File: config.mk
export PLATFORM = sky130hd
export DESIGN_NAME = spike_bin_counter
export DESIGN_NICKNAME = d
export VERILOG_FILES = /design/src/rtl/spike_bin_counter.sv
export SDC_FILE = /design/constraint.sdc
export NUM_CORES = 1
export LEC_CHECK = 0
export BUFFER_PORTS_ARGS = -buffer_cell sky130_fd_sc_hd__buf_4
export CORE_AREA = 2 2 162 195
export DETAILED_ROUTE_END_ITERATION = 7
export DIE_AREA = 0 0 164 197
export GPL_TIMING_DRIVEN = 0
export PLACE_DENSITY_LB_ADDON = 0.3
export SETUP_SLACK_MARGIN = 0.1
export SLEW_MARGIN = 20
export SYNTH_ARGS = -nofsm -noshare
export SYNTH_HDL_FRONTEND = slang
export SYNTH_SLANG_ARGS = --single-unit
File: constraint.sdc
create_clock -name clk -period 9.1 [get_ports clk]
set_input_delay 1.82 -clock clk [delete_from_list [all_inputs] [get_ports clk]]
set_output_delay 1.82 -clock clk [all_outputs]
set_load 0.1 [all_outputs]
File: src/rtl/spike_bin_counter.sv
// Windowed spike counter: two-stage pipelined popcount of the masked spike vector,
// accumulated between step closes and presented as a saturated count with a valid pulse.
module spike_bin_counter #(
  parameter int N_NEURONS = 128,
  parameter int CNT_W     = 32
) (
  input  logic                 clk,
  input  logic                 reset,
  input  logic [N_NEURONS-1:0] spike_vec,
  input  logic                 spike_valid,
  input  logic                 step,
  output logic [CNT_W-1:0]     spike_cnt,
  output logic                 cnt_valid,
  output logic                 overflow
);

  localparam int GROUPS = N_NEURONS / 16;
  localparam int SUM_W  = $clog2(N_NEURONS + 1);
  // One spare bit above the wider operand so the true sum is never lost before saturation.
  localparam int EXT_W  = ((CNT_W > SUM_W) ? CNT_W : SUM_W) + 1;
  localparam logic [EXT_W-1:0] CNT_MAX = {{(EXT_W - CNT_W){1'b0}}, {CNT_W{1'b1}}};

  logic [N_NEURONS-1:0] masked;
  logic [4:0]           grp_next [GROUPS];
  logic [4:0]           grp_cnt  [GROUPS];
  logic                 s1_step;
  logic [SUM_W-1:0]     sum_next;
  logic [SUM_W-1:0]     s2_sum;
  logic                 s2_step;
  logic [CNT_W-1:0]     acc;
  logic                 ovf_acc;
  logic [EXT_W-1:0]     ext_sum;
  logic                 sat_hit;
  logic [CNT_W-1:0]     sat_val;

  assign masked = spike_vec & {N_NEURONS{spike_valid}};

  // NOTE: every combinational output gets a default before the loop, so no path leaves it unassigned and no latch is inferred.
  always_comb begin
    for (int g = 0; g < GROUPS; g++) begin
      grp_next[g] = '0;
      for (int b = 0; b < 16; b++) begin
        grp_next[g] = grp_next[g] + {4'b0, masked[g*16 + b]};
      end
    end
  end

  // NOTE: the group-count array is a small bank of pipeline registers, not a RAM, so it is cleared on reset like any other stage register.
  always_ff @(posedge clk or posedge reset) begin
    if (reset) begin
      for (int g = 0; g < GROUPS; g++) grp_cnt[g] <= '0;
      s1_step <= 1'b0;
    end else begin
      for (int g = 0; g < GROUPS; g++) grp_cnt[g] <= grp_next[g];
      s1_step <= step;
    end
  end

  always_comb begin
    sum_next = '0;
    for (int g = 0; g < GROUPS; g++) begin
      sum_next = sum_next + SUM_W'(grp_cnt[g]);
    end
  end

  // NOTE: sequential state uses non-blocking assignments so every register samples pre-edge values.
  always_ff @(posedge clk or posedge reset) begin
    if (reset) begin
      s2_sum  <= '0;
      s2_step <= 1'b0;
    end else begin
      s2_sum  <= sum_next;
      s2_step <= s1_step;
    end
  end

  always_comb begin
    ext_sum = EXT_W'(acc) + EXT_W'(s2_sum);
    sat_hit = (ext_sum > CNT_MAX);
    sat_val = sat_hit ? {CNT_W{1'b1}} : ext_sum[CNT_W-1:0];
  end

  always_ff @(posedge clk or posedge reset) begin
    if (reset) begin
      acc       <= '0;
      ovf_acc   <= 1'b0;
      spike_cnt <= '0;
      overflow  <= 1'b0;
      cnt_valid <= 1'b0;
    end else begin
      cnt_valid <= 1'b0;
      if (s2_step) begin
        // The closing vector belongs to this window; the next window starts empty.
        spike_cnt <= sat_val;
        overflow  <= ovf_acc | sat_hit;
        cnt_valid <= 1'b1;
        acc       <= '0;
        ovf_acc   <= 1'b0;
      end else begin
        acc     <= sat_val;
        ovf_acc <= ovf_acc | sat_hit;
      end
    end
  end

endmodule

[Word level (Yosys, flattened, before mapping)]
Cells that the tools add are included.
W data, S select, Z words.
Storage, ports and cells
  register bits: 117
  input bits: 132
  output and inout bits: 34
Cells by class
  add/sub/neg operators: 128
  magnitude comparators: 1
  mux-type cells: 4
  bitwise logic cells: 2
Operator list (count)
  $add A5 B1 Y5: 88
  $and A128 B128 Y128: 1
  $mux W32: 2
  $add A4 B1 Y5: 8
  $add A32 B8 Y33: 1
  $gt A33 B32 Y1 const B: 1
  $add A3 B1 Y4: 8
  $add A8 B5 Y8: 4
  $add A2 B1 Y3: 8
  $add A1 B1 Y2: 8
  $add A7 B5 Y8: 1
  $add A6 B5 Y7: 1
  $add A5 B5 Y6: 1
  $mux W1: 2
  $or A1 B1 Y1: 1

[Depth between registers and ports, before layout]
Gate-level depths: netlist of run 1.
  word-level depth: 16
  mapped depth: 15

[Least setup slack after synthesis of run 1]
OpenSTA, ideal clock, no wires.
  path type: input to register
  start: input spike_valid
  end: register grp_cnt[29] in the netlist's numbering
  data arrival time: 5.357 ns
  required time: 9.036 ns
  setup slack: 3.679 ns
  cell stages on the path: 15
  path buffers: 2
  cell sequence: clkbuf_1 buf_1 nand2_1 fa_1 inv_1 fa_1 inv_1 fa_1 fa_1 inv_1 ha_1 inv_1 fa_1 nor2b_1 o21a_1
RTL lines
  start, declared: line 10  | input logic spike_valid,
  end, declared: line 25  | logic [4:0] grp_cnt [GROUPS];

==> results of run 1 <==
-- synthesized netlist by cell type, drive strengths merged --
cell     number
a2111oi       1
a21bo         1
a21boi        1
a21o         16
a21oi        36
a221oi        1
a2bb2oi       1
a31oi        10
a41oi         1
and2         72
and3         11
and4          1
buf           8
clkbuf       27
dfrtp       117
fa          110
ha           56
inv         155
mux2          2
mux2i        10
nand2        78
nand2b        5
nand3        11
nand4         9
nor2         59
nor2b        11
nor3         10
nor3b         1
nor4          5
o211ai        1
o21a          9
o21ai        13
o31ai        13
o41ai         1
or3           3
or4           1
xnor2        26
xor2          4
-- registers in the layout, indices dropped and copies added, names as in the netlist --
register,cells
grp_cnt,40
spike_cnt,32
ovf_acc,1
s1_step,1
cnt_valid,1
s2_sum,8
s2_step,1
overflow,1
acc,32
-- cells by family (layout without fill, tap and decap cells) --
kind of cell             after synthesis  count (layout)  share of synthesized area, %
buffers and inverters                190             386                          8.07
AND/OR/NAND/NOR                      277             277                          15.5
AO/OA/AOI/OAI                        105             105                          7.46
adder cells (fa/ha/maj)              166             166                          32.2
XOR/XNOR                              30              30                          2.92
multiplexers                          12              12                          1.36
flip-flops                           117             117                          32.5
-- cell type report --
type | instances | share of cell area (%)
buffer | 35 | 1.27
clock buffer | 22 | 4.07
inverter | 155 | 5.14
sequential | 117 | 25.7
tap | 396 | 4.34
timing repair buffer | 165 | 11.0
clock inverter | 9 | 1.54
multi-input combinational | 590 | 46.9
-- metal layers --
metal / vias to the layer above / part of all wire (%) / wire, um / track usage (%)
li1: 3177 / - / - / -
met5: - / 0 / 0 / 0
met1: 3156 / 40 / 8440 / 15.7
met2: 130 / 56 / 11800 / 26.8
met3: 18 / 3.5 / 751 / 2.57
met4: 0 / 1.4 / 288 / 3.61
-- worst min-delay path by stage --
stage,slack (ns),cells past startpoint,endpoint,from
finish,0.35,0,s2_step,s1_step
floorplan,0.33,0,s2_step,s1_step
global placement,0.33,0,s2_step,s1_step
global route,0.36,0,s2_step,s1_step
detailed placement,0.34,0,s2_step,s1_step
CTS,0.35,0,s2_step,s1_step
-- power groups by stage --
stage          Combinational [mW]  Sequential, mW  Clock, mW
5_1_grt                      2.75           0.760      0.763
4_1_cts                      2.41           0.751      0.740
3_5_place_dp                 2.38           0.760          0
2_1_floorplan                1.75           0.890          0
3_3_place_gp                 2.34           0.758          0
6_report                     2.33           0.747      0.723
-- metrics by stage --
step | hold slack [ns] | std cells | util (%)
after detailed placement | 0.337 | 1458 | 35.4
after global routing | 0.363 | 1489 | 37.5
after CTS | 0.350 | 1489 | 37.5
final | 0.347 | 1489 | 37.5
after global placement | 0.335 | 1457 | 35.3
after floorplan | 0.331 | 897 | -
==> results.toml, run 1 <==
[status]
status = "finished clean"

[clock_network]
ctsResizeCount = 0
clock_latency_ns = 0.41
cts_tree = "done"
cts_setup_buffers = 0
clock-sinks = 117
cts_buffer_depth = 2
cts_made_buffers = 17
clk_root_buffer_cell = "clkbuf_16"
clkTransAtPathRegs_ns = 0.05
h-tree-depth = 4
hold_buffers = 0

[sta]
finalSetupViolCount = 0
finalHoldViolations = 0
tns_ns = 0
fin_skew_ns = 0.00821
maxSlewHeadroom_pct = 45.9
worstMarginPinSlew_ns = 0.807
post-route-period-util_pct = 64.1
layout_min_cycle_time_ns = 5.83
rsz0062_at_grt = "false"
max_freq_ghz = 0.171
setup_ws_ns = 3.27
slew_violations = 0

[setup_path]
crit_type = "in2reg"
cpMostUsedCell = "fa_1"
cp.arrival_ns = 6.17
reg2reg_from = "grp_cnt[3]"
crit_buf_inv = 6
reg2reg_to = "s2_sum[7]"
startpoint_type = "input port"
r2r_cells = 12
worstPathCellList = "clkbuf_1 -> clkbuf_1 -> nand2_1 -> fa_1 -> inv_1 -> fa_1 -> inv_1 -> fa_1 -> fa_1 -> inv_1 -> ha_1 -> inv_1 -> fa_1 -> nor2b_1 -> o21a_1"
r2r_setup_slack_ns = 5.35
endpoint = "grp_cnt[4]"
cp.required_ns = 9.44
endpoint_kind = "flop"
max_stage_delay_ns = 0.63
slowest_stage = "clkbuf_1"
path_max_fanout = 10
cp-startpoint = "spike_valid"
crit_family = "adder cells"
worst-path-stages = 15

[finish]
diodes = 0
final_common_cell = "buf_4"
n_fill_cell = 3100
design_area_um2 = 11400
area_delta_synth_final_pct = 26.6
nets = 1379
seq_area_um2 = 2930
most-common-layout-cells = "165 x buf_4, 154 x inv_1, 117 x dfrtp_1, 110 x fa_1, 78 x nand2_1"
drive_gt1_share_pct = 19.0
multi_input_area_um2 = 5350

[power]
internal_power_mw = 2.21
p_clk_share_pct = 19.0
powerDensity_nw_per_um2 = 333
p_leak_nw = 5.72
irDropWorstVdd_mv = 0.363
p_sw_share_pct = 41.7
comb_power_share_pct = 61.3
pwr-share-seq_pct = 19.7
power_mw = 3.80
power.switching_mw = 1.58

[logic_synthesis]
ys_seq_area_share_pct = 32.5
synth_fp_nets = 1195
post_synth.cell_area_avg_um2 = 10.0
syn-cell-area_um2 = 9010
synth_top_area_share_pct = 32.5
synth-seq-cells = 117
yosysWarnings = 0
synth.distinct_cells = 46
ys_top_cells_by_area = "dfrtp_1 33%, fa_1 24%, ha_1 7.8%, inv_1 6.5%, and2_1 5.0%"
postSynthCellCount = 897
synth_top_area_cell = "dfrtp_1"

[global_route]
gr-total-overflow = 0
grt_max_degree = 63
antenna_found_initial = 0
grt_pass1_wl_um = 34700
grt.total_usage_pct = 14.0
grt_pass1_vias = 6934

[drt]
vias_per_cell = 4.35
vias = 6481
drt_iter0_drc = 379
finalWirelength_um = 21300
remaining_drc_errors = 0
wl_per_cell_um = 14.3
ant_nets = 0
dr.pass1.iters = 4

[floorplanning]
io_pins = 166
num_rows = 70
dieWidth_um = 164
die_area_um2 = 32300
start_util_pct = 29.6
core-area_um2 = 30400
fp.dieH_um = 197

[placement]
dpl_worst_slack_ns = 2.73
placed_area_um2 = 10800
hpwl_um = 17600
port_buffers = 164
finalWeightedCongestion = 0.873

[worst_hold_path]
hold_path.class = "reg2reg"

[flow_run]
cap_violations = 0
(Power assumes the default switching activity.)
==> inputs of run 2 (changes only) <==
--- a/config.mk
+++ b/config.mk
@@ -5,10 +5,11 @@
 export SDC_FILE = /design/constraint.sdc
 export NUM_CORES = 1
 export LEC_CHECK = 0
+export ABC_AREA = 1
 export BUFFER_PORTS_ARGS = -buffer_cell sky130_fd_sc_hd__buf_4
-export CORE_AREA = 2 2 162 195
+export CORE_AREA = 2 2 167 202
 export DETAILED_ROUTE_END_ITERATION = 7
-export DIE_AREA = 0 0 164 197
+export DIE_AREA = 0 0 169 204
 export GPL_TIMING_DRIVEN = 0
 export PLACE_DENSITY_LB_ADDON = 0.3
 export SETUP_SLACK_MARGIN = 0.1
==> constraint.sdc (replaced) <==
create_clock -name clk -period 4.7 [get_ports clk]
set_input_delay 0.94 -clock clk [delete_from_list [all_inputs] [get_ports clk]]
set_output_delay 0.94 -clock clk [all_outputs]
set_load 0.1 [all_outputs]
==> results.toml, run 2 <==
[status]
status = "finished clean"

[power]
comb_power_share_pct = 62.6
p_sw_share_pct = 44.7
powerDensity_nw_per_um2 = 597
internal_power_mw = 3.97
irDropWorstVdd_mv = 0.695
power.switching_mw = 3.20
p_leak_nw = 6.88
p_clk_share_pct = 17.3
power_mw = 7.17
pwr-share-seq_pct = 20.1

[drt]
dr.pass1.iters = 4
wl_per_cell_um = 13.3
ant_nets = 0
finalWirelength_um = 23400
vias = 7465
vias_per_cell = 4.24
remaining_drc_errors = 0
drt_iter0_drc = 397

[floorplanning]
die_area_um2 = 34500
core-area_um2 = 32700
start_util_pct = 29.5
num_rows = 73
fp.dieH_um = 204
io_pins = 166
dieWidth_um = 169

[clock_network]
clkTransAtPathRegs_ns = 0.06
cts_made_buffers = 17
cts_buffer_depth = 2
clock-sinks = 117
h-tree-depth = 4
ctsResizeCount = 4
cts_tree = "done"
cts_setup_buffers = 0
clock_latency_ns = 0.42
hold_buffers = 0
clk_root_buffer_cell = "clkbuf_16"

[sta]
max_freq_ghz = 0.226
finalHoldViolations = 0
worstMarginPinSlew_ns = 0.659
layout_min_cycle_time_ns = 4.43
slew_violations = 0
setup_ws_ns = 0.266
post-route-period-util_pct = 94.3
fin_skew_ns = 0.00951
maxSlewHeadroom_pct = 56.0
rsz0062_at_grt = "true"
finalSetupViolCount = 0

[logic_synthesis]
syn-cell-area_um2 = 9660
synth-seq-cells = 117
post_synth.cell_area_avg_um2 = 8.38
synth.distinct_cells = 33
synth_fp_nets = 1450
postSynthCellCount = 1152
async_flop_share_pct = 100
synth.most_common_cell = "nand2_1"
ys_top_cells_by_area = "dfrtp_1 30%, fa_1 23%, nand2_1 13%, inv_1 11%, ha_1 7.3%"
synth_top_area_cell = "dfrtp_1"
synth_top_area_share_pct = 30.3
ys_seq_area_share_pct = 30.3
synth-edff-count = 0
yosys-top-cells-count = "343 x nand2_1, 285 x inv_1, 117 x dfrtp_1"
synth_ff_type = "dfrtp_1"
yosysWarnings = 0

[flow_run]
cap_violations = 0

[finish]
n_fill_cell = 3416
design_area_um2 = 12000
drive_gt1_share_pct = 18.3
top_regs = "grp_cnt: 40 flops, acc: 32 flops, spike_cnt: 32 flops"
post-route-util_pct = 36.7
area_delta_synth_final_pct = 24.4
most-common-layout-cells = "343 x nand2_1, 284 x inv_1, 164 x buf_4, 117 x dfrtp_1, 110 x fa_1"
diodes = 0
largest_reg_flops = 40
largest_register = "grp_cnt"
final_common_cell = "nand2_1"
nets = 1634

[setup_path]
cp-startpoint = "spike_valid"
path_max_fanout = 10
cp.required_ns = 5.00
worstPathCellList = "clkbuf_1 -> clkbuf_2 -> nand2_1 -> fa_1 -> fa_1 -> fa_1 -> fa_1 -> inv_1 -> ha_1 -> inv_1 -> fa_1 -> o21ai_0"
crit_type = "in2reg"
cp.arrival_ns = 4.73
slowest_stage = "fa_1"
max_stage_delay_ns = 0.52
endpoint_kind = "flop"
startpoint_type = "input port"
cpMostUsedCell = "fa_1"
reg2reg_from = "grp_cnt[7]"

[global_route]
grt.total_usage_pct = 14.3
grt_pass1_vias = 7745
grt_pass1_wl_um = 38300
gr-total-overflow = 0
antenna_found_initial = 0
grt_max_degree = 78

[worst_hold_path]
hp-start = "s1_step"
hold_path.class = "reg2reg"

[placement]
hpwl_um = 20000
port_buffers = 164
dpl_worst_slack_ns = -0.771
placed_area_um2 = 11400
finalWeightedCongestion = 0.888
-- run 2: changes by cell type after synthesis, moves of 16 or more --
cell	before	now
nor2_1	59	37
and2_1	72	2
nand2_1	78	343
inv_1	155	285
nand3_1	10	43
a21o_1	16	0
-- run 2: through the flow --
step | cells | setup TNS (ns) | hold WS [ns]
final | 1761 | 0 | 0.347
after global placement | 1728 | -102.07 | 0.333
after global routing | 1761 | 0 | 0.349
after floorplan | 1152 | 0 | 0.331
after detailed placement | 1729 | -12.08 | 0.337
after CTS | 1761 | 0 | 0.350
-- run 2: area by class of cell --
| class | instances | area (um2) | area share (%) |
|---|---|---|---|
| timing repair buffer | 165 | 1260 | 10.5 |
| clock inverter | 14 | 128 | 1.06 |
| buffer | 29 | 180 | 1.50 |
| tap | 412 | 515 | 4.29 |
| multi-input combinational | 718 | 5480 | 45.6 |
| inverter | 288 | 1090 | 9.04 |
| clock buffer | 18 | 439 | 3.66 |
| sequential | 117 | 2930 | 24.4 |
-- run 2: kinds of logic (layout without fill, tap and decap cells) --
family          Yosys count  count (layout)  share of synthesized area [%]
simple gates            470             470                           20.8
buf+inv                 317             514                           13.0
fa+ha+maj               166             166                           30.1
compound gates           54              54                           3.36
flops                   117             117                           30.3
xor+xnor                 28              28                           2.54
-- run 2: path summary, 6_finish.rpt --
check	to	slack (ns)	depth (start not counted)
setup reg to reg	s2_sum[6]	0.95	13
hold reg to reg	s2_step	0.35	0
max in group asynchronous	spike_cnt[11]	3.49	3
min in group asynchronous	grp_cnt[35]	0.51	2
setup / recovery	grp_cnt[24]	0.27	12
hold / removal	s2_step	0.35	0
-- run 2: power groups by stage --
stage | clock network [mW] | logic (mW) | registers [mW]
after detailed placement | 0 | 4.61 | 1.47
after global routing | 1.32 | 5.42 | 1.47
after global placement | 0 | 4.47 | 1.46
after floorplan | 0 | 3.32 | 1.68
final | 1.24 | 4.49 | 1.44
after CTS | 1.26 | 4.63 | 1.45
-- run 2: metal layers --
layer  global-route usage (%)  vias to the layer above  part of all wire [%]
met5                        0                        -                     0
met1                     16.1                     3523                    40
met3                     2.29                       21                   4.1
li1                         -                     3753                     -
met2                     27.4                      168                    54
met4                     4.64                        0                   1.5
-- run 2: worst max-delay path, delay by kind of cell --
kind,cells,cell delay [ns]
AOI/OAI and AO/OA,1,0.30
adders and majority gates,6,2.58
and+or+nand+nor,1,0.12
buffers and inverters,4,0.79
==> inputs of run 3 (changes only) <==
--- a/config.mk
+++ b/config.mk
@@ -5,11 +5,12 @@
 export SDC_FILE = /design/constraint.sdc
 export NUM_CORES = 1
 export LEC_CHECK = 0
-export ABC_AREA = 1
+export ABC_AREA = 0
 export BUFFER_PORTS_ARGS = -buffer_cell sky130_fd_sc_hd__buf_4
-export CORE_AREA = 2 2 167 202
+export CAP_MARGIN = 10
+export CORE_AREA = 2 2 162 195
 export DETAILED_ROUTE_END_ITERATION = 7
-export DIE_AREA = 0 0 169 204
+export DIE_AREA = 0 0 164 197
 export GPL_TIMING_DRIVEN = 0
 export PLACE_DENSITY_LB_ADDON = 0.3
 export SETUP_SLACK_MARGIN = 0.1
==> results.toml, run 3 (synthesis results as in run 1) <==
[sta]
layout_min_cycle_time_ns = 4.44
finalSetupViolCount = 0
fin_skew_ns = 0.00739
finalHoldViolations = 0
worstMarginPinSlew_ns = 0.808
setup_ws_ns = 0.262
slew_violations = 0
max_freq_ghz = 0.225
post-route-period-util_pct = 94.4
rsz0062_at_grt = "true"
tns_ns = 0
timing.hold.ws_ns = 0.347
maxSlewHeadroom_pct = 45.8

[power]
p_leak_nw = 5.75
internal_power_mw = 4.29
pwr-share-seq_pct = 19.7
irDropWorstVdd_mv = 0.703
power.switching_mw = 3.06
powerDensity_nw_per_um2 = 643
p_clk_share_pct = 19.0
p_sw_share_pct = 41.6
comb_power_share_pct = 61.3

[setup_path]
r2r_cells = 12
cp.required_ns = 5.04
crit_type = "in2reg"
reg2reg_to = "s2_sum[7]"
r2r_setup_slack_ns = 0.95
endpoint_kind = "flop"
path_max_fanout = 10
reg2reg_from = "grp_cnt[3]"
startpoint_type = "input port"
cp.arrival_ns = 4.78

[clock_network]
clock-sinks = 117
cts_buffer_depth = 2
clock_latency_ns = 0.41
h-tree-depth = 4
cts_setup_buffers = 0
clkTransAtPathRegs_ns = 0.05
cts_tree = "done"
hold_buffers = 0
clk_root_buffer_cell = "clkbuf_16"
ctsResizeCount = 5
cts_made_buffers = 17

[worst_hold_path]
hp-start = "s1_step"
hold_path.class = "reg2reg"
min_delay_path_depth = 0
min_delay_worst_endpoint = "s2_step"

[floorplanning]
io_pins = 166
start_util_pct = 29.6
core-area_um2 = 30400
die_area_um2 = 32300
num_rows = 70
fp.dieH_um = 197
dieWidth_um = 164

[drt]
drt_iter0_drc = 380
finalWirelength_um = 21300
vias_per_cell = 4.36
wl_per_cell_um = 14.3
ant_nets = 0
vias = 6486
dr.pass1.iters = 4
remaining_drc_errors = 0

[global_route]
gr-total-overflow = 0
grt_pass1_vias = 6933
grt.total_usage_pct = 14.0
grt_max_degree = 63
antenna_found_initial = 0
grt_pass1_wl_um = 34700

[finish]
drive_gt1_share_pct = 19.9
post-route-util_pct = 37.6
diodes = 0
most-common-layout-cells = "165 x buf_4, 154 x inv_1, 117 x dfrtp_1, 110 x fa_1, 78 x nand2_1"
largest_reg_flops = 40
area_delta_synth_final_pct = 26.8
top_regs = "grp_cnt: 40 flops, acc: 32 flops, spike_cnt: 32 flops"
final_common_cell = "buf_4"
design_area_um2 = 11400
nets = 1379
largest_register = "grp_cnt"

[placement]
finalWeightedCongestion = 0.873
dpl_worst_slack_ns = -0.793
placed_area_um2 = 10800
hpwl_um = 17600
port_buffers = 164

[status]
status = "finished clean"

[flow_run]
cap_violations = 0
[run 3: cell types whose count changed in the layout (fill, tap and decap cells not counted), moves of 12 or more]
| cell | change |
|---|---|
| nand2_1 | -265 |
| inv_1 | -130 |
| and2_1 | +70 |
| nand3_1 | -33 |
| nor2_1 | +22 |
| a21o_1 | +16 |
| o31ai_1 | +13 |
| nand3_2 | -12 |
[run 3: worst max path at each step]
stage / slack (ns) / to / from
after CTS: 0.13 / grp_cnt[9] / spike_valid
after detailed placement: -0.79 / grp_cnt[4] / spike_valid
after global routing: 0.09 / grp_cnt[39] / spike_valid
after global placement: -0.76 / grp_cnt[4] / spike_valid
after floorplan: 0.16 / grp_cnt[29] / spike_valid
final: 0.26 / grp_cnt[4] / spike_valid
[run 3: routing by layer]
| layer | routed length (um) | track usage (%) | up-vias | part of all wire (%) |
|---|---|---|---|---|
| met4 | 288 | 3.61 | 0 | 1.4 |
| li1 | - | - | 3179 | - |
| met5 | 0 | 0 | - | 0 |
| met1 | 8410 | 15.7 | 3155 | 39 |
| met2 | 11800 | 26.8 | 134 | 55 |
| met3 | 784 | 2.57 | 18 | 3.7 |
[run 3: worst max-delay path, cell delays in order]
cell and delay (ns):
clkbuf_2 0.27, clkbuf_2 0.39, nand2_1 0.13, fa_1 0.55
inv_1 0.05, fa_1 0.50, inv_1 0.05, fa_1 0.46
fa_1 0.48, inv_1 0.07, ha_1 0.16, inv_1 0.05
fa_1 0.40, nor2b_1 0.13, o21a_1 0.16
[run 3: final cells by class]
cell class	instances	area (um2)
fill	3093	19000
buffer	35	161
multi-input combinational	590	5350
tap	396	495
clock inverter	9	175
inverter	155	587
clock buffer	22	464
timing repair buffer	165	1260
sequential	117	2930
[run 3: power by group through the flow]
stage                     sequential (mW)  clock (mW)  combinational [mW]
after global placement               1.47           0                4.54
after detailed placement             1.47           0                4.61
after floorplan                      1.72           0                3.39
after global routing                 1.47        1.48                5.33
after CTS                            1.45        1.43                4.67
final                                1.45        1.40                4.51
[run 3: per-stage QoR]
step,power (mW),std cells
2_1_floorplan,5.11,897
3_3_place_gp,6.00,1457
3_5_place_dp,6.08,1458
4_1_cts,7.55,1489
5_1_grt,8.28,1489
6_report,7.35,1489
